### src/rtl/mem_writeback.sv
// Memory/write-back stage: data-memory access (req/gnt + rvalid), register-file write and SP update.
// Optional macro MEM_TIMEOUT_EN adds an access timeout with a sticky mem_err output.
module mem_writeback #(
    parameter logic [31:0] STACK_TOP = 32'h0000_FFFC,
    parameter int unsigned TIMEOUT   = 16
) (
    input  logic        clk,
    input  logic        rst,
    input  logic        in_valid,
    output logic        in_ready,
    input  logic [31:0] alu_result,
    input  logic [31:0] store_data,
    input  logic [4:0]  rx_field,
    input  logic        reg_we,
    input  logic        memrd,
    input  logic        memwr,
    input  logic        wbdata_sel,
    input  logic        wbreg_sel,
    input  logic        SPwe_in,
    input  logic [31:0] SPin,
    output logic        dmem_req,
    output logic        dmem_we,
    output logic [31:0] dmem_addr,
    output logic [31:0] dmem_wdata,
    input  logic        dmem_gnt,
    input  logic        dmem_rvalid,
    input  logic [31:0] dmem_rdata,
    output logic        wEn,
    output logic [4:0]  wAddr,
    output logic [31:0] wData,
    output logic        SPwe_o,
    output logic [31:0] SPout,
`ifdef MEM_TIMEOUT_EN
    output logic        mem_err,
`endif
    output logic        stall
);

    typedef enum logic [1:0] {
        IDLE     = 2'd0,
        MEM_REQ  = 2'd1,
        MEM_WAIT = 2'd2
    } state_t;

    state_t      state_q, state_d;
    logic        wen_q, wen_d;
    logic [4:0]  waddr_q, waddr_d;
    logic [31:0] wdata_q, wdata_d;
    logic        sp_we_q, sp_we_d;
    logic [31:0] sp_q, sp_d;
    logic        req_q, req_d;
    logic        dwe_q, dwe_d;
    logic [31:0] daddr_q, daddr_d;
    logic [31:0] dwdata_q, dwdata_d;
    logic [4:0]  lat_dest_q, lat_dest_d;
    logic        lat_we_q, lat_we_d;
    logic        lat_sel_q, lat_sel_d;
    logic        lat_sp_we_q, lat_sp_we_d;
    logic [31:0] lat_sp_q, lat_sp_d;

    logic [4:0]  dest_s;
    logic        timeout_s;

    assign dest_s   = wbreg_sel ? 5'b11110 : rx_field;
    assign in_ready = (state_q == IDLE);
    assign stall    = ~in_ready;

`ifdef MEM_TIMEOUT_EN
    localparam logic [15:0] TIMEOUT_W = 16'(TIMEOUT);
    logic [15:0] cnt_q, cnt_d;
    logic        err_q, err_d;

    assign timeout_s = (state_q != IDLE) && ((cnt_q + 16'd1) == TIMEOUT_W);
    assign mem_err   = err_q;

    // Access-age counter and sticky error flag
    always_comb begin
        cnt_d = cnt_q;
        err_d = err_q;
        if (state_q == IDLE) begin
            cnt_d = 16'd0;
        end else begin
            cnt_d = cnt_q + 16'd1;
        end
        if (timeout_s && !((state_q == MEM_REQ && dmem_gnt) || (state_q == MEM_WAIT && dmem_rvalid))) begin
            err_d = 1'b1;
        end else begin
            err_d = err_q;
        end
    end

    // Timeout state registers
    always_ff @(posedge clk) begin
        if (rst) begin
            cnt_q <= 16'd0;
            err_q <= 1'b0;
        end else begin
            cnt_q <= cnt_d;
            err_q <= err_d;
        end
    end
`else
    assign timeout_s = 1'b0;
`endif

    // Next-state logic; a completing handshake wins over a coincident timeout
    always_comb begin
        state_d = state_q;
        case (state_q)
            IDLE: begin
                if (in_valid && (memrd || memwr)) state_d = MEM_REQ;
                else                              state_d = IDLE;
            end
            MEM_REQ: begin
                if (dmem_gnt)       state_d = dwe_q ? IDLE : MEM_WAIT;
                else if (timeout_s) state_d = IDLE;
                else                state_d = MEM_REQ;
            end
            MEM_WAIT: begin
                if (dmem_rvalid || timeout_s) state_d = IDLE;
                else                          state_d = MEM_WAIT;
            end
            default: state_d = IDLE;
        endcase
    end

    // Output / datapath next values; wEn and SPwe_o default low so they pulse
    always_comb begin
        wen_d       = 1'b0;
        waddr_d     = waddr_q;
        wdata_d     = wdata_q;
        sp_we_d     = 1'b0;
        sp_d        = sp_q;
        req_d       = req_q;
        dwe_d       = dwe_q;
        daddr_d     = daddr_q;
        dwdata_d    = dwdata_q;
        lat_dest_d  = lat_dest_q;
        lat_we_d    = lat_we_q;
        lat_sel_d   = lat_sel_q;
        lat_sp_we_d = lat_sp_we_q;
        lat_sp_d    = lat_sp_q;
        case (state_q)
            IDLE: begin
                if (in_valid && (memrd || memwr)) begin
                    req_d       = 1'b1;
                    dwe_d       = memwr;
                    daddr_d     = alu_result;
                    dwdata_d    = store_data;
                    lat_dest_d  = dest_s;
                    lat_we_d    = reg_we;
                    lat_sel_d   = wbdata_sel;
                    lat_sp_we_d = SPwe_in;
                    lat_sp_d    = SPin;
                end else if (in_valid) begin
                    wen_d   = reg_we;
                    waddr_d = dest_s;
                    wdata_d = alu_result;
                    sp_we_d = SPwe_in;
                    sp_d    = SPwe_in ? SPin : sp_q;
                end else begin
                    req_d = 1'b0;
                end
            end
            MEM_REQ: begin
                if (dmem_gnt) begin
                    req_d = 1'b0;
                    if (dwe_q) begin
                        // daddr_q still holds the latched alu_result (post-increment write-back)
                        wen_d   = lat_we_q;
                        waddr_d = lat_dest_q;
                        wdata_d = daddr_q;
                        sp_we_d = lat_sp_we_q;
                        sp_d    = lat_sp_we_q ? lat_sp_q : sp_q;
                    end else begin
                        wen_d = 1'b0;
                    end
                end else if (timeout_s) begin
                    req_d = 1'b0;
                end else begin
                    req_d = 1'b1;
                end
            end
            MEM_WAIT: begin
                req_d = 1'b0;
                if (dmem_rvalid) begin
                    wen_d   = lat_we_q;
                    waddr_d = lat_dest_q;
                    wdata_d = lat_sel_q ? dmem_rdata : daddr_q;
                    sp_we_d = lat_sp_we_q;
                    sp_d    = lat_sp_we_q ? lat_sp_q : sp_q;
                end else begin
                    wen_d = 1'b0;
                end
            end
            default: begin
                req_d = 1'b0;
            end
        endcase
    end

    // State and output registers
    always_ff @(posedge clk) begin
        if (rst) begin
            state_q     <= IDLE;
            wen_q       <= 1'b0;
            waddr_q     <= 5'd0;
            wdata_q     <= 32'd0;
            sp_we_q     <= 1'b0;
            sp_q        <= STACK_TOP;
            req_q       <= 1'b0;
            dwe_q       <= 1'b0;
            daddr_q     <= 32'd0;
            dwdata_q    <= 32'd0;
            lat_dest_q  <= 5'd0;
            lat_we_q    <= 1'b0;
            lat_sel_q   <= 1'b0;
            lat_sp_we_q <= 1'b0;
            lat_sp_q    <= 32'd0;
        end else begin
            state_q     <= state_d;
            wen_q       <= wen_d;
            waddr_q     <= waddr_d;
            wdata_q     <= wdata_d;
            sp_we_q     <= sp_we_d;
            sp_q        <= sp_d;
            req_q       <= req_d;
            dwe_q       <= dwe_d;
            daddr_q     <= daddr_d;
            dwdata_q    <= dwdata_d;
            lat_dest_q  <= lat_dest_d;
            lat_we_q    <= lat_we_d;
            lat_sel_q   <= lat_sel_d;
            lat_sp_we_q <= lat_sp_we_d;
            lat_sp_q    <= lat_sp_d;
        end
    end

    assign wEn        = wen_q;
    assign wAddr      = waddr_q;
    assign wData      = wdata_q;
    assign SPwe_o     = sp_we_q;
    assign SPout      = sp_q;
    assign dmem_req   = req_q;
    assign dmem_we    = dwe_q;
    assign dmem_addr  = daddr_q;
    assign dmem_wdata = dwdata_q;

endmodule

### config.mk
export PLATFORM = sky130hd
export DESIGN_NAME = mem_writeback
export DESIGN_NICKNAME = d
export VERILOG_FILES = /design/src/rtl/mem_writeback.sv
export SDC_FILE = /design/constraint.sdc
export NUM_CORES = 1
export LEC_CHECK = 0
export ABC_AREA = 1
export CAP_MARGIN = 20
export CELL_PAD_IN_SITES_DETAIL_PLACEMENT = 1
export CELL_PAD_IN_SITES_GLOBAL_PLACEMENT = 1
export CORE_MARGIN = 5
export CORE_UTILIZATION = 34
export CTS_CLUSTER_DIAMETER = 200
export DETAILED_ROUTE_END_ITERATION = 12
export PLACE_DENSITY_LB_ADDON = 0.15
export SYNTH_ARGS = -nofsm -noshare
export SYNTH_HDL_FRONTEND = slang
export SYNTH_SLANG_ARGS = --single-unit
### constraint.sdc
create_clock -name clk -period 4.9 [get_ports clk]
set_input_delay 1.225 -clock clk [delete_from_list [all_inputs] [get_ports clk]]
set_output_delay 1.225 -clock clk [all_outputs]
set_load 0.005 [all_outputs]
# Word level (Yosys, flattened, before mapping)
# Cells that the tools add are included.
[totals] wordCells=75 out_inout_bits=139 regBits=179 inputBits=144
[op_classes] n_mux=43 n_bitwise=1 reduce_logical=7 n_eq_ne=9
[ops] operator="two-way mux 32 bit" count=13
[ops] operator="case mux 32 bit (3 select lines)" count=2
[ops] operator="two-way mux 5 bit" count=6
[ops] operator="case mux 5 bit (3 select lines)" count=1
[ops] operator="two-way mux 1 bit" count=14
[ops] operator="!= test 2 bit (second input constant)" count=5
[ops] operator="AND reduction 7 bit" count=1
[ops] operator="two-way mux 2 bit" count=3
[ops] operator="case mux 1 bit (3 select lines)" count=2
[ops] operator="case mux 2 bit (3 select lines)" count=1
[ops] operator="AND reduction 6 bit" count=1
[ops] operator="!= test 3 x 2 -> 1 bit (second input constant)" count=1
[ops] operator="nonzero test 3 bit" count=1
[ops] operator="equality test 2 x 1 -> 1 bit (second input constant)" count=1
[ops] operator="equality test 2 bit (second input constant)" count=1
[ops] operator="zero test 2 bit" count=1
[ops] operator="!= test 2 x 1 -> 1 bit (second input constant)" count=1
[ops] operator="case mux 1 bit (2 select lines)" count=1
[ops] operator="AND reduction 2 bit" count=1
[ops] operator="logical AND 1 bit" count=1
[ops] operator="logical OR 1 bit" count=1
[ops] operator="NOT 1 bit" count=1

# Depth between registers and ports, before layout
[logic_depth] ltp_word=4 ltp_mapped=12 ltp_nobuf=11

# Worst setup path after synthesis
# No wires, ideal clock.
[synth_path] path_type="input port to flip-flop" startpoint="input port in_valid" endpoint="register sp_q[10] (netlist: SPout[10])" path_slack_ns=2.656 t_arrival_ns=2.114 t_required_ns=4.770 n_path_buf=2 cell_stages=8 path_cell_list="inv_1 > a21oi_4 > nor2b_1 > buf_2 > nand2_2 > buf_4 > nand2_1 > nand3_1"
[synth_via] elab_chain_cells=3 word_cells_on_any_way=4
[synth_lines] element="start, declared" line="9" source="input logic in_valid,"
[synth_lines] element="logical AND 1 bit" line="145" source="if (in_valid && (memrd || memwr)) begin"
[synth_lines] element="!= test 2 bit (no line)"
[synth_lines] element="AND reduction 7 bit (no line) (*)"
[synth_lines] element="end signal, assigned" line="226" source="sp_q <= sp_d;"
[synth_lines] element="end, declared" line="50" source="logic [31:0] sp_q, sp_d;"
# Mark *: on every way between the ends. The rest lies on a longest branch, timed or not.
# A chain may end at the register's enable or synchronous reset.

# Worst setup path in the final report
[layout_path] startpoint="input port memrd" endpoint="register waddr_q[4] (netlist: wAddr[4])"
[layout_via] elab_chain_cells=4
[layout_lines] element="start, declared" line="15" source="input logic memrd,"
[layout_lines] element="logical OR 1 bit" line="145"
[layout_lines] element="logical AND 1 bit" line="145"
[layout_lines] element="!= test 2 bit (no line)"
[layout_lines] element="AND reduction 6 bit (no line)"
[layout_lines] element="end signal, assigned" line="223" source="waddr_q <= waddr_d;"
[layout_lines] element="end, declared" line="47" source="logic [4:0] waddr_q, waddr_d;"
# Every way passes these cells.

==> qor.yml <==
setup_viol: 0
fmax_ghz: 0.295
fp.dieW_um: 168
drv_cap: 0
rows: 58
multi_input_area_um2: 3920
fin_worst_skew_ns: 0.0162
crit_chain: "clkdlybuf4s50_1 -> inv_1 -> nand2_1 -> nand2_4 -> nand2_1 -> nor2_4 -> buf_4 -> nand2_2 -> nor2_1 -> nor2_1"
fin_ws_ns: 1.51
netlist_area_um2: 8510
gp_congestion: 0.741
clock_power_share: 0.332
grt_pass1_vias: 9254
insertion_delay_ns: 0.44
grt_overflow_total: 0
post-route-util: 0.486
seq_power_share: 0.409
cts_buffers: 17
yosys-top-cells-area: "dfxtp_1, nand2_1, nor2_1"
syn-num-nets: 1438
post_drt_wl_per_cell_um: 16.2
status: "complete, no violations"
n_antenna_cell: 0
worst_pin_slew_ns: 0.931
synth_cell_types: 25
worstPathRequired_ns: 5.22
wl_um: 30100
drtPass1Iterations: 4
critPathBufInv: 3
ioPinCount: 283
worstSetupPathType: "in -> reg"
htreeDepth: 4
cts_tree: "done"
period_share: 0.692
power_frac_comb: 0.259
drive_gt1_frac: 0.0589
synth-seq-cells: 179
ctsResizeCount: 0
p_leak_nw: 5.40
antenna_found_initial: 1
max_stage_delay_ns: 0.57
ys_seq_area_frac: 0.421
rsz0062_at_grt: "no"
setup-tns-final_ns: 0
ys_warn_count: 0
fillers: 3171
die_area_um2: 28300
num_vias: 8879
p_per_area_nw_per_um2: 343
ir_worst_vdd_mv: 0.215
dp_cells: 1825
core_um2: 24900
synth.top_cell.area_share: 0.421
clock_sinks: 179
slowest_stage: "nand2_2"
postSynthCellCount: 1287
slew_viol_final: 0
dieHeight_um: 168
vias_per_cell: 4.78
finalHoldViolations: 0
cts_setup_buffers: 0
hp-class: "reg -> reg"
worst_setup_path_end_kind: "register"
holdBufCountCts: 0
critPathMaxFanout: 42
detail-route-antenna-nets: 0
nets: 1665
swShare: 0.320
layout.cells.non_filler: 1857
portBuffers: 282
pre_cts_slack_ns: 0.991
first_iter_violations: 381
syn_avg_cell_area_um2: 6.61
final-seq-area_um2: 3580
yosys.area.top_type: "dfxtp_1"
hpwl_um: 20700
ctsRootBufferMaster: "clkbuf_16"
period_needed_ns: 3.39
drc: 0
power_switching_mw: 1.33
clock_path_buffers: 2
fin_total_pwr_mw: 4.15
grt_max_degree: 91
layout-area-overhead-vs-synth_pct: 42.1
startpoint_type: "input port"
clk_pin_slew_worst_paths_ns: 0.07
start_util: 0.342
crit_family: "simple AND/OR/NAND/NOR gates"
grt_pass1_wl_um: 47900
grt_use_total: 0.209
relSlewSlack: 0.380
crit_arrival_ns: 3.71
internal_power_mw: 2.82
==> flip-flops by register name, summed over array words and instances (netlist names), 2 cells and up <==
register / cells
dmem_addr: 32
wData: 32
lat_sp_q: 32
SPout: 32
wAddr: 5
lat_dest_q: 5
dmem_wdata: 32
state_q: 2
==> cell usage after synthesis <==
| master | count |
|---|---|
| mux2i_1 | 18 |
| nor2b_1 | 1 |
| nand3_1 | 100 |
| o21ai_1 | 1 |
| o211ai_1 | 1 |
| buf_6 | 1 |
| nor2_1 | 188 |
| nor2_4 | 1 |
| a22oi_1 | 2 |
| inv_1 | 168 |
| o21ai_0 | 123 |
| a21oi_4 | 1 |
| a211oi_1 | 4 |
| buf_1 | 5 |
| ha_1 | 7 |
| nor3_1 | 3 |
| buf_2 | 27 |
| nand2_2 | 1 |
| a21oi_1 | 83 |
| buf_4 | 8 |
| nand2_1 | 282 |
| or2_2 | 34 |
| inv_2 | 2 |
| dfxtp_1 | 179 |
| clkbuf_1 | 47 |
==> power by group through the flow <==
| stage | Clock [mW] | Sequential, mW | Combinational, mW |
|---|---|---|---|
| final | 1.38 | 1.70 | 1.07 |
| after CTS | 1.41 | 1.70 | 1.10 |
| after detailed placement | 0 | 1.73 | 1.09 |
| after floorplan | 0 | 1.73 | 0.539 |
| after global routing | 1.47 | 1.72 | 1.21 |
| after global placement | 0 | 1.73 | 1.07 |
==> worst min-delay path, cell delays in order (launching register included) <==
cell and delay [ns]:
dfxtp_1 0.30, inv_1 0.06, a211oi_1 0.06
==> layout by cell type, fill, tap and decap left out, drive strengths merged <==
cell           synthesis  routed
mux2i                 18      18
a22oi                  2       2
nand3                100     100
clkbuf                47      18
or2                   34      34
buf                   41      14
dfxtp                179     179
nand2                283     283
ha                     7       7
o211ai                 1       1
nor2b                  1       1
nor2                 189     189
nor3                   3       3
clkdlybuf4s50          0     282
o21ai                124     124
clkinv                 0       6
inv                  170     177
clkinvlp               0       1
a21oi                 84      84
a211oi                 4       4
==> metal layers <==
metal / track usage / up-vias / wire length, um / share of wire
met4: 0.0494 / 2 / 422 / 0.014
li1: - / 4438 / - / -
met2: 0.368 / 242 / 14400 / 0.48
met3: 0.0707 / 34 / 2420 / 0.080
met1: 0.244 / 4163 / 12800 / 0.43
met5: 0 / - / 13 / 0.00043
==> kinds of logic (layout without fill, tap and decap cells) <==
logic type	count (synthesis)	in the layout	share of synthesized area
AND/OR/NAND/NOR	610	610	0.296
multiplexers	18	18	0.0212
buffers and inverters	258	498	0.122
flip-flops	179	179	0.421
adder cells (fa/ha/maj)	7	7	0.0103
AO/OA/AOI/OAI	215	215	0.130
==> final cells by class <==
cell class                      instances  area share
Clock buffer                           18      0.0355
Tap cell                              330      0.0341
Timing Repair Buffer                  296       0.244
Sequential cell                       179       0.296
Multi-Input combinational cell        850       0.324
Inverter                              170      0.0530
Clock inverter                         14      0.0133
==> path summary, 6_finish.rpt <==
kind                      start             to  slack (ns)  cells after the start
setup / recovery          memrd       wAddr[4]        1.51                     10
hold / removal    lat_dest_q[3]  lat_dest_q[3]        0.47                      2
setup reg to reg     state_q[1]       wAddr[4]        2.03                     11
hold reg to reg   lat_dest_q[3]  lat_dest_q[3]        0.47                      2
==> metrics by stage <==
| step | area [um2] | hold WS, ns |
|---|---|---|
| floorplan | 8510 | 0.439 |
| global placement | 11500 | 0.454 |
| detailed placement | 11500 | 0.458 |
| CTS | 12100 | 0.474 |
| global route | 12100 | 0.499 |
| finish | 12100 | 0.470 |
No activity file was read; power rests on OpenSTA's default activity.
